===== config.mk =====
export PLATFORM = sky130hd
export DESIGN_NAME = mem_port_arbiter_flat
export DESIGN_NICKNAME = d
export VERILOG_FILES = /design/src/rtl/mem_pkg.sv /design/src/rtl/mem_port_arbiter_if.sv /design/src/rtl/mem_lane_align.sv /design/src/rtl/mem_port_arbiter.sv /design/src/flat_wrapper.sv
export SDC_FILE = /design/constraint.sdc
export NUM_CORES = 1
export LEC_CHECK = 0
export BUFFER_PORTS_ARGS = -buffer_cell sky130_fd_sc_hd__buf_2
export CAP_MARGIN = 20
export CORE_AREA = 4 4 112 114
export CTS_CLUSTER_SIZE = 25
export DETAILED_ROUTE_END_ITERATION = 8
export DIE_AREA = 0 0 116 118
export GPL_TIMING_DRIVEN = 0
export PLACE_DENSITY = 0.69
export SLEW_MARGIN = 20
export SYNTH_ARGS = -nofsm -noshare
export SYNTH_HDL_FRONTEND = slang
export SYNTH_SLANG_ARGS = --single-unit

===== constraint.sdc =====
create_clock -name clk -period 4.1 [get_ports clk]
set_input_delay 0.82 -clock clk [delete_from_list [all_inputs] [get_ports clk]]
set_output_delay 0.82 -clock clk [all_outputs]
set_load 0.01 [all_outputs]

===== src/rtl/mem_pkg.sv =====
// mem_pkg: shared encodings for the data-side BRAM port arbiter
// Holds the memOp/memSize encodings and the arbiter FSM state type.
package mem_pkg;

    typedef enum logic [1:0] {
        MEM_DISABLE   = 2'b00,
        MEM_READ_SEXT = 2'b01,
        MEM_READ_ZEXT = 2'b10,
        MEM_WRITE     = 2'b11
    } mem_op_t;

    // 2'b11 is deliberately left unnamed: it is an illegal size
    typedef enum logic [1:0] {
        BYTE     = 2'b00,
        HALFWORD = 2'b01,
        WORD     = 2'b10
    } mem_size_t;

    typedef enum logic [1:0] {
        IDLE,
        WAIT,
        RESP
    } state_t;

endpackage


===== src/rtl/mem_port_arbiter_if.sv =====
// mem_port_arbiter_if: request/response handshake of one requester of the BRAM port
// master: requester side (drives req_valid/addr/memOp/memSize/wdata)
// slave:  arbiter side (drives req_ready/rsp_valid/rsp_err/rdata)
interface mem_port_arbiter_if;

    logic        req_valid;
    logic        req_ready;
    logic [31:0] addr;
    logic [1:0]  memOp;
    logic [1:0]  memSize;
    logic [31:0] wdata;
    logic        rsp_valid;
    logic        rsp_err;
    logic [31:0] rdata;

    modport master (
        output req_valid, addr, memOp, memSize, wdata,
        input  req_ready, rsp_valid, rsp_err, rdata
    );

    modport slave (
        input  req_valid, addr, memOp, memSize, wdata,
        output req_ready, rsp_valid, rsp_err, rdata
    );

endinterface


===== src/rtl/mem_lane_align.sv =====
// mem_lane_align: byte-lane alignment for stores, extraction/extension for loads
// i_st_*: store side (current request): lane, size, data -> o_st_we, o_st_din, o_st_err
// i_ld_*: load side (registered request): lane, size, op, BRAM data -> o_ld_data
module mem_lane_align
    import mem_pkg::*;
(
    input  logic [1:0]  i_st_lane,
    input  logic [1:0]  i_st_size,
    input  logic [31:0] i_st_wdata,
    output logic [3:0]  o_st_we,
    output logic [31:0] o_st_din,
    output logic        o_st_err,
    input  logic [1:0]  i_ld_lane,
    input  logic [1:0]  i_ld_size,
    input  logic [1:0]  i_ld_op,
    input  logic [31:0] i_ld_dout,
    output logic [31:0] o_ld_data
);

    logic [31:0] w_ld_shift;
    logic        w_sext;

    always_comb begin
        o_st_we    = i_st_size == BYTE     ? 4'b0001 << i_st_lane :
                     i_st_size == HALFWORD ? 4'b0011 << {i_st_lane[1], 1'b0} : 4'b1111;
        o_st_din   = i_st_size == BYTE     ? {4{i_st_wdata[7:0]}} :
                     i_st_size == HALFWORD ? {2{i_st_wdata[15:0]}} : i_st_wdata;
        o_st_err   = i_st_size == 2'b11
                   | (i_st_size == HALFWORD & i_st_lane[0])
                   | (i_st_size == WORD & |i_st_lane);
        // bring the addressed byte/halfword down to bit 0 before extending
        w_ld_shift = i_ld_dout >> (i_ld_size == BYTE     ? {i_ld_lane, 3'b000} :
                                   i_ld_size == HALFWORD ? {i_ld_lane[1], 4'b0000} : 5'd0);
        w_sext     = i_ld_op == MEM_READ_SEXT;
        o_ld_data  = i_ld_size == BYTE     ? {{24{w_sext & w_ld_shift[7]}}, w_ld_shift[7:0]} :
                     i_ld_size == HALFWORD ? {{16{w_sext & w_ld_shift[15]}}, w_ld_shift[15:0]} :
                     w_ld_shift;
    end

endmodule


===== src/rtl/mem_port_arbiter.sv =====
// mem_port_arbiter: sequencer/arbiter sharing data BRAM port B between CPU and loader
// clk, reset   : clock, synchronous active-high reset
// cpu, ldr     : request/response ports (mem_port_arbiter_if.slave), cpu wins by default
// bram_*       : BRAM port B (en, byte we, word addr, din, dout after READ_LATENCY)
// MEM_ARB_RR_EN: when defined, round-robin arbitration replaces fixed cpu priority
module mem_port_arbiter
    import mem_pkg::*;
#(
    parameter int ADDR_W       = 15,
    parameter int READ_LATENCY = 1
)(
    input  logic                  clk,
    input  logic                  reset,
    mem_port_arbiter_if.slave     cpu,
    mem_port_arbiter_if.slave     ldr,
    output logic                  bram_en,
    output logic [3:0]            bram_we,
    output logic [ADDR_W-1:0]     bram_addr,
    output logic [31:0]           bram_din,
    input  logic [31:0]           bram_dout
);

    localparam logic CNT_INIT = 1'(READ_LATENCY - 1);

    state_t      r_state, w_next;
    logic        r_owner_ldr, r_rsp_valid, r_rsp_err, r_cnt;
    logic [31:0] r_rdata;
    logic [1:0]  r_lane, r_size, r_op;
    logic        w_open, w_ldr_pri, w_gnt_cpu, w_gnt_ldr, w_accept;
    logic        w_err, w_fail, w_access, w_read, w_write;
    logic [31:0] w_addr, w_wdata, w_din, w_ld_data;
    logic [1:0]  w_op, w_size;
    logic [3:0]  w_we;
    logic        w_unused;

`ifdef MEM_ARB_RR_EN
    // set when cpu was granted last, so ldr wins the next contention
    logic r_ldr_pri;
    always_ff @(posedge clk) begin
        if (reset) r_ldr_pri <= 1'b0;
        else if (w_accept) r_ldr_pri <= w_gnt_cpu;
    end
    assign w_ldr_pri = r_ldr_pri;
`else
    assign w_ldr_pri = 1'b0;
`endif

    always_comb begin
        w_open    = !reset & r_state != WAIT;
        w_gnt_cpu = w_open & cpu.req_valid & (!ldr.req_valid | !w_ldr_pri);
        w_gnt_ldr = w_open & ldr.req_valid & !w_gnt_cpu;
        w_accept  = w_gnt_cpu | w_gnt_ldr;
        w_addr    = w_gnt_ldr ? ldr.addr    : cpu.addr;
        w_wdata   = w_gnt_ldr ? ldr.wdata   : cpu.wdata;
        w_op      = w_gnt_ldr ? ldr.memOp   : cpu.memOp;
        w_size    = w_gnt_ldr ? ldr.memSize : cpu.memSize;
        // a no-op is never an error, whatever its size field says
        w_fail    = w_op != MEM_DISABLE & w_err;
        w_access  = w_accept & w_op != MEM_DISABLE & !w_err;
        w_write   = w_access & w_op == MEM_WRITE;
        w_read    = w_access & w_op != MEM_WRITE;
    end

    mem_lane_align u_align (
        .i_st_lane  (w_addr[1:0]),
        .i_st_size  (w_size),
        .i_st_wdata (w_wdata),
        .o_st_we    (w_we),
        .o_st_din   (w_din),
        .o_st_err   (w_err),
        .i_ld_lane  (r_lane),
        .i_ld_size  (r_size),
        .i_ld_op    (r_op),
        .i_ld_dout  (bram_dout),
        .o_ld_data  (w_ld_data)
    );

    assign bram_en   = w_access;
    assign bram_we   = w_write ? w_we : 4'b0000;
    assign bram_addr = w_access ? w_addr[ADDR_W+1:2] : '0;
    assign bram_din  = w_write ? w_din : '0;
    assign w_unused  = &{1'b0, w_addr[31:ADDR_W+2]};

    always_ff @(posedge clk) begin
        if (reset) r_state <= IDLE;
        else r_state <= w_next;
    end

    always_comb begin
        w_next = r_state;
        if (r_state == WAIT) w_next = r_cnt == 1'b0 ? RESP : WAIT;
        else w_next = w_read ? WAIT : w_accept ? RESP : IDLE;
    end

    always_ff @(posedge clk) begin
        if (reset) begin
            r_rsp_valid <= 1'b0;
            r_rsp_err   <= 1'b0;
            r_rdata     <= '0;
            r_owner_ldr <= 1'b0;
            r_lane      <= '0;
            r_size      <= '0;
            r_op        <= '0;
            r_cnt       <= 1'b0;
        end else begin
            r_rsp_valid <= w_next == RESP;
            if (w_accept) begin
                r_owner_ldr <= w_gnt_ldr;
                r_lane      <= w_addr[1:0];
                r_size      <= w_size;
                r_op        <= w_op;
                r_cnt       <= CNT_INIT;
                r_rsp_err   <= w_fail;
                r_rdata     <= '0;
            end else if (r_state == WAIT) begin
                // the capture on the last WAIT cycle is the one that is returned
                r_cnt       <= r_cnt - 1'b1;
                r_rdata     <= w_ld_data;
                r_rsp_err   <= 1'b0;
            end
        end
    end

    assign cpu.req_ready = w_gnt_cpu;
    assign ldr.req_ready = w_gnt_ldr;
    assign cpu.rsp_valid = r_rsp_valid & !r_owner_ldr;
    assign ldr.rsp_valid = r_rsp_valid & r_owner_ldr;
    assign cpu.rsp_err   = cpu.rsp_valid & r_rsp_err;
    assign ldr.rsp_err   = ldr.rsp_valid & r_rsp_err;
    assign cpu.rdata     = cpu.rsp_valid ? r_rdata : '0;
    assign ldr.rdata     = ldr.rsp_valid ? r_rdata : '0;

endmodule


===== src/flat_wrapper.sv =====
// flat-port wrapper written by rule: the top's interface ports become plain ports
module mem_port_arbiter_flat import mem_pkg::*;
#(
    parameter int ADDR_W       = 15,
    parameter int READ_LATENCY = 1
)
  (clk, reset, bram_en, bram_we, bram_addr, bram_din, bram_dout, cpu_req_valid, cpu_addr, cpu_memOp, cpu_memSize, cpu_wdata, cpu_req_ready, cpu_rsp_valid, cpu_rsp_err, cpu_rdata, ldr_req_valid, ldr_addr, ldr_memOp, ldr_memSize, ldr_wdata, ldr_req_ready, ldr_rsp_valid, ldr_rsp_err, ldr_rdata);
  mem_port_arbiter_if cpu_i ();
  mem_port_arbiter_if ldr_i ();
  input  logic clk;
  input  logic reset;
  output logic bram_en;
  output logic [3:0] bram_we;
  output logic [ADDR_W-1:0] bram_addr;
  output logic [31:0] bram_din;
  input  logic [31:0] bram_dout;
  input wire logic [$bits(cpu_i.req_valid)-1:0] cpu_req_valid;
  input wire logic [$bits(cpu_i.addr)-1:0] cpu_addr;
  input wire logic [$bits(cpu_i.memOp)-1:0] cpu_memOp;
  input wire logic [$bits(cpu_i.memSize)-1:0] cpu_memSize;
  input wire logic [$bits(cpu_i.wdata)-1:0] cpu_wdata;
  output wire logic [$bits(cpu_i.req_ready)-1:0] cpu_req_ready;
  output wire logic [$bits(cpu_i.rsp_valid)-1:0] cpu_rsp_valid;
  output wire logic [$bits(cpu_i.rsp_err)-1:0] cpu_rsp_err;
  output wire logic [$bits(cpu_i.rdata)-1:0] cpu_rdata;
  input wire logic [$bits(ldr_i.req_valid)-1:0] ldr_req_valid;
  input wire logic [$bits(ldr_i.addr)-1:0] ldr_addr;
  input wire logic [$bits(ldr_i.memOp)-1:0] ldr_memOp;
  input wire logic [$bits(ldr_i.memSize)-1:0] ldr_memSize;
  input wire logic [$bits(ldr_i.wdata)-1:0] ldr_wdata;
  output wire logic [$bits(ldr_i.req_ready)-1:0] ldr_req_ready;
  output wire logic [$bits(ldr_i.rsp_valid)-1:0] ldr_rsp_valid;
  output wire logic [$bits(ldr_i.rsp_err)-1:0] ldr_rsp_err;
  output wire logic [$bits(ldr_i.rdata)-1:0] ldr_rdata;
  assign cpu_i.req_valid = cpu_req_valid;
  assign cpu_i.addr = cpu_addr;
  assign cpu_i.memOp = cpu_memOp;
  assign cpu_i.memSize = cpu_memSize;
  assign cpu_i.wdata = cpu_wdata;
  assign cpu_req_ready = cpu_i.req_ready;
  assign cpu_rsp_valid = cpu_i.rsp_valid;
  assign cpu_rsp_err = cpu_i.rsp_err;
  assign cpu_rdata = cpu_i.rdata;
  assign ldr_i.req_valid = ldr_req_valid;
  assign ldr_i.addr = ldr_addr;
  assign ldr_i.memOp = ldr_memOp;
  assign ldr_i.memSize = ldr_memSize;
  assign ldr_i.wdata = ldr_wdata;
  assign ldr_req_ready = ldr_i.req_ready;
  assign ldr_rsp_valid = ldr_i.rsp_valid;
  assign ldr_rsp_err = ldr_i.rsp_err;
  assign ldr_rdata = ldr_i.rdata;
  mem_port_arbiter #(.ADDR_W(ADDR_W), .READ_LATENCY(READ_LATENCY)) u_core (.clk(clk), .reset(reset), .cpu(cpu_i), .ldr(ldr_i), .bram_en(bram_en), .bram_we(bram_we), .bram_addr(bram_addr), .bram_din(bram_din), .bram_dout(bram_dout));
endmodule

==> results summary, run 1 <==
The setup slack of the worst register-to-register path is 1870 ps. The total power divided by cell area is 233 nW/um^2. The share of total power dissipated in combinational logic is 0.305.

The design internal power came out at roughly 910 uW. The worst hold path was traced through 2 stages. Of the cells placed in the final design, the portion with a size suffix greater than 1 is 0.383.

STA classifies the critical path endpoint as a primary output. The cell area after synthesis is roughly 4000 um^2. The cell area after placement is 5520 um^2.

The worst min-delay path endpoint is u_core.r_rdata[4]. For this configuration, the core starts out at a cell density of 0.354. In this run the critical register-to-register path is captured at u_core.r_rdata[19].

The die is between 100 and 150 um wide. The number of buffers added for setup after CTS is 0. The TritonCTS clock tree is built. The worst-case reg-to-reg path depth is 7.

The upper clock frequency limit came out at ~0.27 GHz. The worst max-slew margin expressed relative to the limit came out at 0.505. The H-tree depth reported by CTS is 2. The beginning of the worst register-to-register path is u_core.r_lane[1]. The clock sink total is between 40 and 50.

The number of instances resized during post-cts repair is 0. Measured on the finished design, the core utilization comes to 0.499. Once layout is done, the placed cells without fillers occupy approximately 5700 um^2. The overall die area is approximately 14000 um^2. Yosys mapped a number of flops with a built-in enable equal to 0. The sequential group share of total power is 0.344.

The yosys synthesis warning count is 0. The area added between synthesis and finish is 41.2%. The number of placed cells counting well taps is 976. The share of synthesized area occupied by flip-flops and latches is 0.218.

The minimum setup slack after placement is ~320 ps. The clock arrives with around 5.1 ps of skew. For this block, the initial DRC count from the detailed router was 240. The aggregate global-route resource usage is 0.238.

The number of max-slew violations in the final report is 0. The total clock buffers created by CTS came out at 5. The root buffer cell chosen for the clock tree is clkbuf_16. The worst hold path belongs to the class reg -> reg.

The max-cap violation count came out at 0. The busiest layer in global routing is met2. The worst hold slack across all endpoints came out at 467 ps.

The number of antenna-violating nets in the routed design came out at 0. The area share of the leading cell type in the synthesized netlist came out at 0.218. In the final routed layout, each cell accounts on average for 17.5 um.

The count of non-filler cells in the finished layout came out at between 900 and 1000. The first-pass GRT wire length is around 26 mm. The met1 demand-to-capacity share in global routing came out at 0.278. The initial antenna violation count is 0. The synthesized instance count is 572. The maximum clock path buffer count is 2. The diode insertion count for antenna repair is 0. The floorplan has 39 rows. The worst-case setup margin in the final layout is between 300 and 400 ps. The number of global-route vias before repair is ~5000. The overall via count from detail_route came out at around 5300.

The switching power is roughly 420 uW. Of the total power, the share spent switching nets is 0.316. Once detailed placement completed, the half-perimeter wirelength came to approximately 14 mm. The first-pass iteration count of the detailed router came out at 5.

The endpoint required time on the critical path came out at 3280 ps. The dominant cell type by area after synthesis is dfxtp_1. Port buffering added 261 buffers. STA classifies the critical path startpoint as a primary input. The final total power came out at about 1.3 mW. The main flop type after synthesis is dfxtp_1. The total core area is roughly 11000 um^2.

The met2 track demand over resource in global routing came out at 0.428. The remaining design rule violation count is 0. The number of top-level design ports is about 290. The hold-fix buffer count after cts came out at 0.

Along the worst path, the maximum fanout reaches 10. The hold path startpoint is u_core.r_rdata[4]. The run finished with clean final reports. Dividing the detail-routed via count by the number of cells gives around 5.4. After layout, the minimum clock period comes to 3760 ps. The leakage power figure is just under 3 nW. The critical path data arrival time came out at around 2900 ps. The number of different library cells used by synthesis comes to 50. After synthesis, the cell types taking the most area are dfxtp_1 (22%), nand2_1 (11%), mux2i_1 (7.9%). The total overflow left after global routing is 0. The wire length reported by the detailed router came out at 17.2 mm. The global placer's final weighted congestion is 0.909.

Of the available clock period, the critical path in the final layout requires 0.918. After synthesis the netlist holds a flip-flop and latch count of between 40 and 50. The setup violation total in the final timing report is 0. The worst-case vdd ir drop came out at between 0.15 and 0.2 mV.

The net count after synthesis is ~740. A synthesized cell averages 7.06 um^2. In the synthesized netlist the async set-or-reset flop fraction comes to 0. The setup TNS came out at 0 ps. Of the total power, the clock network draws 0.351.

The count of nets after finishing is about 1000. The routing usage on met3 came out at 0.0401. The clock slew at the register clock pins of the worst setup and hold paths came out at about 60 ps. The chip height is approximately 120 um.

Clock latency on the worst-skew pair, taken at its later pin, is 290 ps. Entering global routing, the biggest net connects 15 pins. The slew at the pin closest to its max-slew limit came out at 743 ps. Setup repair after global routing left no endpoint under its margin.

The number of hold violations in the final report is 0. The setup path with the least slack is of type in -> out.
==> routing by layer <==
metal / part of all wire / vias to the layer above
li1: - / 2557
met1: 0.38 / 2358
met2: 0.50 / 311
met3: 0.095 / 41
met4: 0.031 / 0
met5: 0 / -
==> how the worst max path moves through the flow <==
stage / from / to / slack, ps
2_1_floorplan: cpu_req_valid / bram_din[11] / 940
3_3_place_gp: cpu_req_valid / bram_din[12] / 300
3_5_place_dp: cpu_req_valid / bram_din[12] / 320
4_1_cts: cpu_req_valid / bram_din[12] / 300
5_1_grt: cpu_req_valid / bram_din[12] / 210
6_report: cpu_req_valid / bram_din[12] / 340
==> power by group through the flow <==
| stage | Sequential (mW) | Combinational, mW | Clock [mW] |
|---|---|---|---|
| 2_1_floorplan | 0.459 | 0.238 | 0 |
| 3_3_place_gp | 0.465 | 0.397 | 0 |
| 3_5_place_dp | 0.465 | 0.398 | 0 |
| 4_1_cts | 0.456 | 0.400 | 0.474 |
| 5_1_grt | 0.458 | 0.443 | 0.495 |
| 6_report | 0.456 | 0.405 | 0.466 |
==> registers in the layout, indices dropped and copies added, names as in the netlist <==
register,count
u_core.r_op,2
u_core.r_rsp_err,1
u_core.r_state,2
u_core.r_rsp_valid,1
u_core.r_rdata,32
u_core.r_lane,2
u_core.r_cnt,1
u_core.r_owner_ldr,1
u_core.r_size,2
==> cell usage after synthesis, types with 2 or more instances <==
master,number
nor2_1,41
buf_1,4
a21oi_1,50
nor3_1,14
buf_2,16
o211ai_1,15
buf_6,3
and2_1,40
a31oi_1,2
o21ai_0,26
inv_1,5
a311oi_1,11
buf_4,2
o21a_1,2
nand3_1,5
nand2b_1,6
a211oi_2,8
mux2_2,7
nor2b_1,13
nand2_1,115
dfxtp_1,44
mux2i_4,2
and3_1,33
a221oi_1,7
mux2i_1,32
a211oi_1,13
and2_0,2
nor3b_1,3
a311oi_2,4
clkbuf_1,27
==> area by class of cell <==
type / count / area, um^2
well taps: 143 / 179
multi-input cells: 470 / 2890
fillers: 1184 / 5720
clock buffers: 6 / 139
clock inverters: 2 / 38.8
plain buffers: 52 / 245
inverters: 6 / 22.5
flip-flops and latches: 44 / 881
repair buffers: 261 / 1310
==> cell families (layout without fill, tap and decap cells) <==
kind of cell / Yosys count / count (layout) / synth area share
AOI/OAI and AO/OA: 145 / 145 / 0.254
xor gates and xnor gates: 1 / 1 / 0.00217
buffers and inverters: 58 / 327 / 0.0663
DFF: 44 / 44 / 0.218
muxes: 42 / 42 / 0.113
and+or+nand+nor: 282 / 282 / 0.346
==> cells in the final DEF, fill, tap and decap left out, types with 2 or more instances in the layout <==
cell,count
a211oi_1,13
a211oi_2,8
a21oi_1,50
a221oi_1,7
a311oi_1,11
a311oi_2,4
a31oi_1,2
and2_0,2
and2_1,40
and3_1,33
buf_1,4
buf_2,277
buf_4,2
buf_6,3
clkbuf_1,27
clkbuf_16,5
dfxtp_1,44
inv_1,5
mux2_2,7
mux2i_1,32
mux2i_4,2
nand2_1,115
nand2b_1,6
nand3_1,5
nor2_1,41
nor2b_1,13
nor3_1,14
nor3b_1,3
o211ai_1,15
o21a_1,2
o21ai_0,26
==> critical path, cell delays in order <==
cell	delay, ps
buf_2	120
nand2b_4	140
or3_1	330
buf_2	170
inv_2	240
buf_4	250
buf_4	220
nand2_1	70
a311oi_1	380
buf_2	210
No activity file was read; power rests on OpenSTA's default activity.
==> inputs of run 2 (changes only) <==
Settings changed: CORE_AREA 4 4 112 114 to unset, CORE_MARGIN set to 4, CORE_UTILIZATION set to 30, DIE_AREA 0 0 116 118 to unset, GPL_TIMING_DRIVEN 0 to unset, PLACE_DENSITY 0.69 to 0.6.
==> run 2 against run 1 <==
Critical path depth fell by 1. Combinational power fell by 4%. Hold slack got worse by 1.4 ps. Via count fell by 7.6%. Clock skew fell by 2.7 ps. Utilization fell by 6.6 points. First-iteration DRC count fell by 6.3%. Critical endpoint is now bram_din[19].
==> results summary, run 2 (same netlist as run 1, synthesis figures left out) <==
The area taken by multi-input logic gates came to 2900 um^2 (+0.26%). The run finished with clean final reports. Setup repair after global routing left no endpoint under its margin. The number of fill cells in the layout is 1440 (+22%). The library cell used most frequently in the layout, excluding fill and tap cells, is buf_2. The sequential standard cell area is 881 um^2 (unchanged). The worst setup path is launched from a primary input. Leaving out fill and tap cells, the most frequent cells in the layout are buf_2 (263), nand2_1 (115), a21oi_1 (50). The overall overflow remaining after global route came to 0 (unchanged). The slew at the pin closest to its max-slew limit is 864 ps (+122 ps). The worst clock skew came to 2.47 ps (-2.66 ps). The worst max-slew margin expressed relative to the limit came out at 0.423 (-0.0819).

The overall via count from detail_route came out at 4866 (-7.6%). The worst-case reg-to-reg path depth came out at 5 (-2). The number of global-route vias before repair came out at 4569 (-9.1%). The critical path in this run is classified as in -> out. The initial antenna violation count came out at 1 (+1). The cell row count came out at 42 (+7.7%). The number of top-level design ports is 294 (unchanged). The number of flip-flops in the largest register came out at 32 (unchanged). The final total power is 1.31 mW (-1.2%). The beginning of the worst register-to-register path is u_core.r_size[1]. The setup violation total in the final timing report is 0 (unchanged). The starting density of the core came out at 0.306 (-0.0475). The number of I/O port buffers came out at 263 (+0.77%). From synthesis to final layout, the design area changed by 41.5%.

The highest metal layer used by the detailed router is met4. The setup TNS came out at 0 ps (unchanged). The path class of the tightest hold or removal check is reg -> reg. The number of placed cells counting well taps is 984 (+0.82%). The maximum number of pins on one net before global-route repair is 39 (+24). The number of antenna-violating nets in the routed design came out at 0 (unchanged). The H-tree depth reported by CTS is 2 (unchanged). The critical path data arrival time is 2910 ps (-30 ps).

The global placer's final weighted congestion was 0.851 (-6.4%). The number of max-slew violations in the final report was 0 (unchanged). The number of hold violations in the final report came out at 0 (unchanged). The met1 layer wirelength in the final routing came out at 6.49 mm (+0.51%). The count of non-filler cells in the finished layout is 994 (+1.0%). The total core area is 13200 um^2 (+16%). The remaining design rule violation count is 0 (unchanged). The clock sink total came out at 44 (unchanged). The proportion of layout cells with a drive suffix above 1 is 0.406 (+0.0228). The endpoint required time on the critical path is 3280 ps (about the same). The total clock buffers created by CTS is 5 (unchanged). The upper clock frequency limit was 0.268 GHz (+0.95%). The clock latency of the later-clocked register in the worst-skew pair came out at 280 ps (about the same). The hold-fix buffer count after cts is 0 (unchanged). The wire length reported by the detailed router came out at 16.0 mm (-6.9%).

The clock slew at the register clock pins of the worst setup and hold paths is 60 ps (about the same). The max-cap violation count is 0 (unchanged). The aggregate global-route resource usage came out at 0.195 (-0.0423).

The root buffer selected by CTS is clkbuf_16. The maximum net fanout on the critical path came to 22 (+12). The worst setup path is captured at a primary output. The worst setup path startpoint is cpu_req_valid. The chip height came to 124 um (+5.1%). The number of instances resized during post-cts repair is 0 (unchanged).

The setup slack of the worst register-to-register path is 1190 ps (-680 ps). The average detailed-routed wire length per instance came out at 16.1 um (-7.8%). The first-pass GRT wire length came out at 23.7 mm (-9.4%).

The critical path endpoint is bram_din[19]. The overall die area was 15400 um^2 (+12%). The total power divided by cell area is 229 nW/um^2 (-1.4%). The leakage power figure was 2.95 nW (about the same). The maximum clock path buffer count came out at 2 (unchanged).

The DRC marker count from the first detailed-route iteration is 225 (-6.3%). The final cycle utilization of the critical path is 0.909 (-0.00865). The register with the most flip-flops in the final layout is u_core.r_rdata. The via-per-instance ratio came to 4.90 (-8.5%). The routed length on met3 came out at 1.66 mm (+1.3%). The first-pass iteration count of the detailed router is 4 (-1). The count of nets after finishing was 987 (-2.5%).

The number of buffers added for setup after CTS is 0 (unchanged). TritonCTS built the clock tree. The placed wire-length estimate after detailed placement is 12.8 mm (-9.0%). The die span in x is 124 um (+6.9%).

The capture point of the worst reg-to-reg path is u_core.r_rdata[28]. The met2 wirelength from detailed routing is 7.60 mm (-11%). The worst-case vdd ir drop is 0.138 mV (-8.3%).

The final critical path time including I/O delays and setup is 3730 ps (-35.5 ps).
## run 2: final cells by class
type	count	area share
multi-input combinational	470	0.507
timing repair buffer	288	0.265
sequential	44	0.154
tap	176	0.0385
clock buffer	5	0.0219
clock inverter	3	0.00810
inverter	6	0.00394
antenna	2	0.000876
## run 2: worst min-delay path by stage
stage | startpoint | endpoint | slack [ps] | depth (start not counted)
final | u_core.r_rdata[4] | u_core.r_rdata[4] | 470 | 2
after CTS | u_core.r_rdata[6] | u_core.r_rdata[6] | 460 | 2
after global routing | u_core.r_rdata[6] | u_core.r_rdata[6] | 490 | 2
after detailed placement | u_core.r_rdata[6] | u_core.r_rdata[6] | 450 | 2
after global placement | u_core.r_rdata[6] | u_core.r_rdata[6] | 450 | 2
after floorplan | u_core.r_rdata[6] | u_core.r_rdata[6] | 440 | 2
## run 2: per-layer routing
metal | GRT usage | vias up
li1 | - | 2503
met3 | 0.0518 | 15
met5 | 0 | -
met2 | 0.349 | 213
met4 | 0.0513 | 0
met1 | 0.230 | 2135
## run 2: worst max-delay path, cell delays in order
cell and delay [ps]:
buf_2 120, nand2b_4 140, or3_2 560, buf_4 280
mux2i_2 170, buf_4 230, a211oi_1 330, a211oi_2 80
buf_2 160
## run 2: power breakdown
group,switching (mW),leakage [nW],internal [mW]
sequential,0.0184,0.357,0.441
clock,0.172,0.0804,0.290
combinational,0.225,2.52,0.165
## run 2: through the flow
stage	hold slack, ps	worst slack (ps)	cell area [um^2]	util
final	466	372	5710	0.433
after global routing	494	271	5710	0.433
after CTS	464	384	5710	0.433
after detailed placement	455	393	5540	0.420
after global placement	450	375	5540	0.420
after floorplan	440	942	4040	-
==> inputs of run 3 (changes only) <==
Settings changed: CORE_AREA set to 4 4 112 114, CORE_MARGIN 4 to unset, CORE_UTILIZATION 30 to unset, DIE_AREA set to 0 0 116 118, PLACE_DENSITY 0.6 to 0.69.
==> run 3 against run 2 <==
Via count up 1.6%. Clock power down 13%. Highest routed layer unchanged. Critical endpoint is now bram_din[12]. Hold slack worse by 4.0 ps. Critical path type unchanged. Clock skew up 2.5 ps. Global-route usage up 1.4 points. Clock-buffer cell count up 2. Non-clock buffer count down 6. First-iteration DRC count up 28%.
==> results summary, run 3 (same netlist as run 1, synthesis figures left out) <==
The run finished with clean final reports. The first-pass GRT wire length came out at 23.5 mm (-0.70%). The fraction of the core area covered by cells at the end of the flow is 0.489 (+0.0563). The setup slack of the worst register-to-register path is 1570 ps (+380 ps). The area added between synthesis and finish is 38.4%.

The largest stage delay on the critical path is 610 ps (+50 ps). The slew at the pin closest to its max-slew limit came out at 990 ps (+126 ps). The total power divided by cell area was 222 nW/um^2 (-3.1%). Setup repair after global routing left no endpoint under its margin. The total core area came out at 11400 um^2 (-13%). The maximum clock path buffer count is 2 (unchanged). Among cell families on the critical path, the largest total delay comes from simple AND/OR/NAND/NOR gates. The number of top-level design ports came out at 294 (unchanged). The overall die area is 13700 um^2 (-11%). The highest layer touched by signal routing is met4.

The placed wire-length estimate after detailed placement was 12.2 mm (-4.6%). The aggregate global-route resource usage is 0.209 (+0.0137). The via-per-instance ratio is 5.19 (+5.9%). The max-cap violation count is 0 (unchanged). The critical path start-end classification is in -> out. The worst max-slew margin expressed relative to the limit is 0.339 (-0.0843).

The endpoint required time on the critical path came out at 3280 ps (about the same). The buffering stage count on the worst path with inverters included is 3 (-1). The count of nets after finishing came out at 981 (-0.61%). The DRC marker count from the first detailed-route iteration is 287 (+28%). The clock latency of the later-clocked register in the worst-skew pair came out at 280 ps (about the same). The overall overflow remaining after global route came out at 0 (unchanged).

The number of global-route vias before repair was 4541 (-0.61%). The worst-case vdd ir drop came out at 0.171 mV (+24%). The hold path startpoint is u_core.r_rdata[0].

The average detailed-routed wire length per instance came out at 16.0 um (-0.81%). The total clock buffers created by CTS was 5 (unchanged). The starting density of the core is 0.354 (+0.0475). The first-pass iteration count of the detailed router is 7 (+3).

The leakage power figure is 2.91 nW (-1.5%). The H-tree depth reported by CTS came out at 2 (unchanged). The critical path endpoint category is a primary output. TritonCTS built the clock tree. In the layout the commonest cells are buf_2 (263), nand2_1 (115), a21oi_1 (50). The commonest non-fill, non-tap cell in the layout is buf_2.

The worst register-to-register path ends at u_core.r_rdata[28]. The count of cells along the worst hold path is 2 (unchanged). The maximum net fanout on the critical path is 18 (-18%). The number of max-slew violations in the final report was 0 (unchanged). The worst clock skew is 4.93 ps (+2.46 ps). The number of I/O port buffers came to 263 (unchanged).

Among all stages on the critical path, the largest delay is contributed by or3_2. The chip height is 118 um (-4.9%). The cell row count was 39 (-7.1%). The upper clock frequency limit was 0.262 GHz (-2.1%). The worst setup path is launched from a primary input. The root buffer selected by CTS is clkbuf_16. The final critical path time including I/O delays and setup was 3810 ps (+81.2 ps). The wire length reported by the detailed router came out at 15.2 mm (-4.9%).

The setup violation total in the final timing report came out at 0 (unchanged). For hold timing, the worst endpoint is u_core.r_rdata[0]. The cell seen most often among critical-path stages is buf_2.

The number of instances resized during post-cts repair came out at 0 (unchanged). The maximum number of pins on one net before global-route repair came out at 39 (unchanged). The worst min-delay path category is reg -> reg. The initial antenna violation count is 0 (-1). The met1 layer wirelength in the final routing came to 5.99 mm (-7.6%). The critical path data arrival time was 2990 ps (+80 ps). The diode insertion count for antenna repair was 0 (-2). In this run the critical register-to-register path is launched from u_core.r_size[1].

The number of antenna-violating nets in the routed design is 0 (unchanged). The clock sink total came out at 44 (unchanged). The met2 wirelength from detailed routing came to 7.49 mm (-1.5%). The overall via count from detail_route was 4942 (+1.6%).

The number of buffers added for setup after CTS is 0 (unchanged). The remaining design rule violation count came out at 0 (unchanged). The number of hold violations in the final report came out at 0 (unchanged). u_core.r_rdata holds more flip-flops than any other register.

The final cycle utilization of the critical path came out at 0.929 (+0.0198). The routed length on met3 came out at 1.49 mm (-10%). The critical path goes through buf_2 > nand2b_4 > or3_2 > inv_2 > mux2i_1 > nor2b_1 > a311oi_1 > buf_2.

The die span in x is 116 um (-6.5%). The number of flip-flops in the largest register is 32 (unchanged). The proportion of layout cells with a drive suffix above 1 is 0.400 (-0.00564).

The worst-case reg-to-reg path depth is 5 (unchanged). The number of fill cells in the layout came out at 1200 (-17%). The setup TNS came to 0 ps (unchanged). The global placer's final weighted congestion is 0.854 (+0.36%).

The clock slew at the register clock pins of the worst setup and hold paths came out at 60 ps (about the same). The hold-fix buffer count after cts came to 0 (unchanged).
run 3: changes by cell type in the layout (fill, tap and decap cells not counted), sizes merged:
cell / change
buf: -6
bufinv: -1
clkbuf: +2
diode: -2
inv: -1
run 3: cell type report:
type,instances,area [um^2],share of cell area
clock buffers,7,143,0.0255
clock inverters,1,7.51,0.00134
inverters,6,22.5,0.00403
multi-input cells,470,2900,0.518
flip-flops and latches,44,881,0.158
well taps,143,179,0.0320
repair buffers,282,1460,0.261
run 3: stage by stage:
stage	power [mW]	hold slack, ps	std cells	setup slack (ps)	cell area [um^2]
floorplan	0.697	440	572	942	4040
global placement	0.847	453	945	330	5440
detailed placement	0.849	456	945	319	5440
CTS	1.25	464	953	307	5590
global route	1.31	497	953	172	5590
finish	1.24	462	953	290	5590
run 3: routing by layer:
metal  up-vias  GRT usage
met5         -          0
met4         0     0.0486
met3        19     0.0473
met2       232      0.369
met1      2199      0.253
li1       2492          -
run 3: worst min-delay path: stages, from the launching register on:
cell	delay (ps)
dfxtp_1	310
nand2_1	50
a21oi_1	50
run 3: power by group:
part	total (mW)	leakage [nW]	switching, mW	internal [mW]
clock network	0.402	0.0701	0.159	0.243
logic	0.375	2.48	0.216	0.159
registers	0.465	0.357	0.0241	0.441
run 3: worst max path at each step:
stage | from | to | slack (ps) | cells after the start
2_1_floorplan | cpu_req_valid | bram_din[11] | 940 | 8
3_3_place_gp | cpu_req_valid | bram_din[12] | 330 | 8
3_5_place_dp | cpu_req_valid | bram_din[12] | 320 | 8
4_1_cts | cpu_req_valid | bram_din[12] | 310 | 8
5_1_grt | cpu_req_valid | bram_din[10] | 170 | 8
6_report | cpu_req_valid | bram_din[12] | 290 | 8
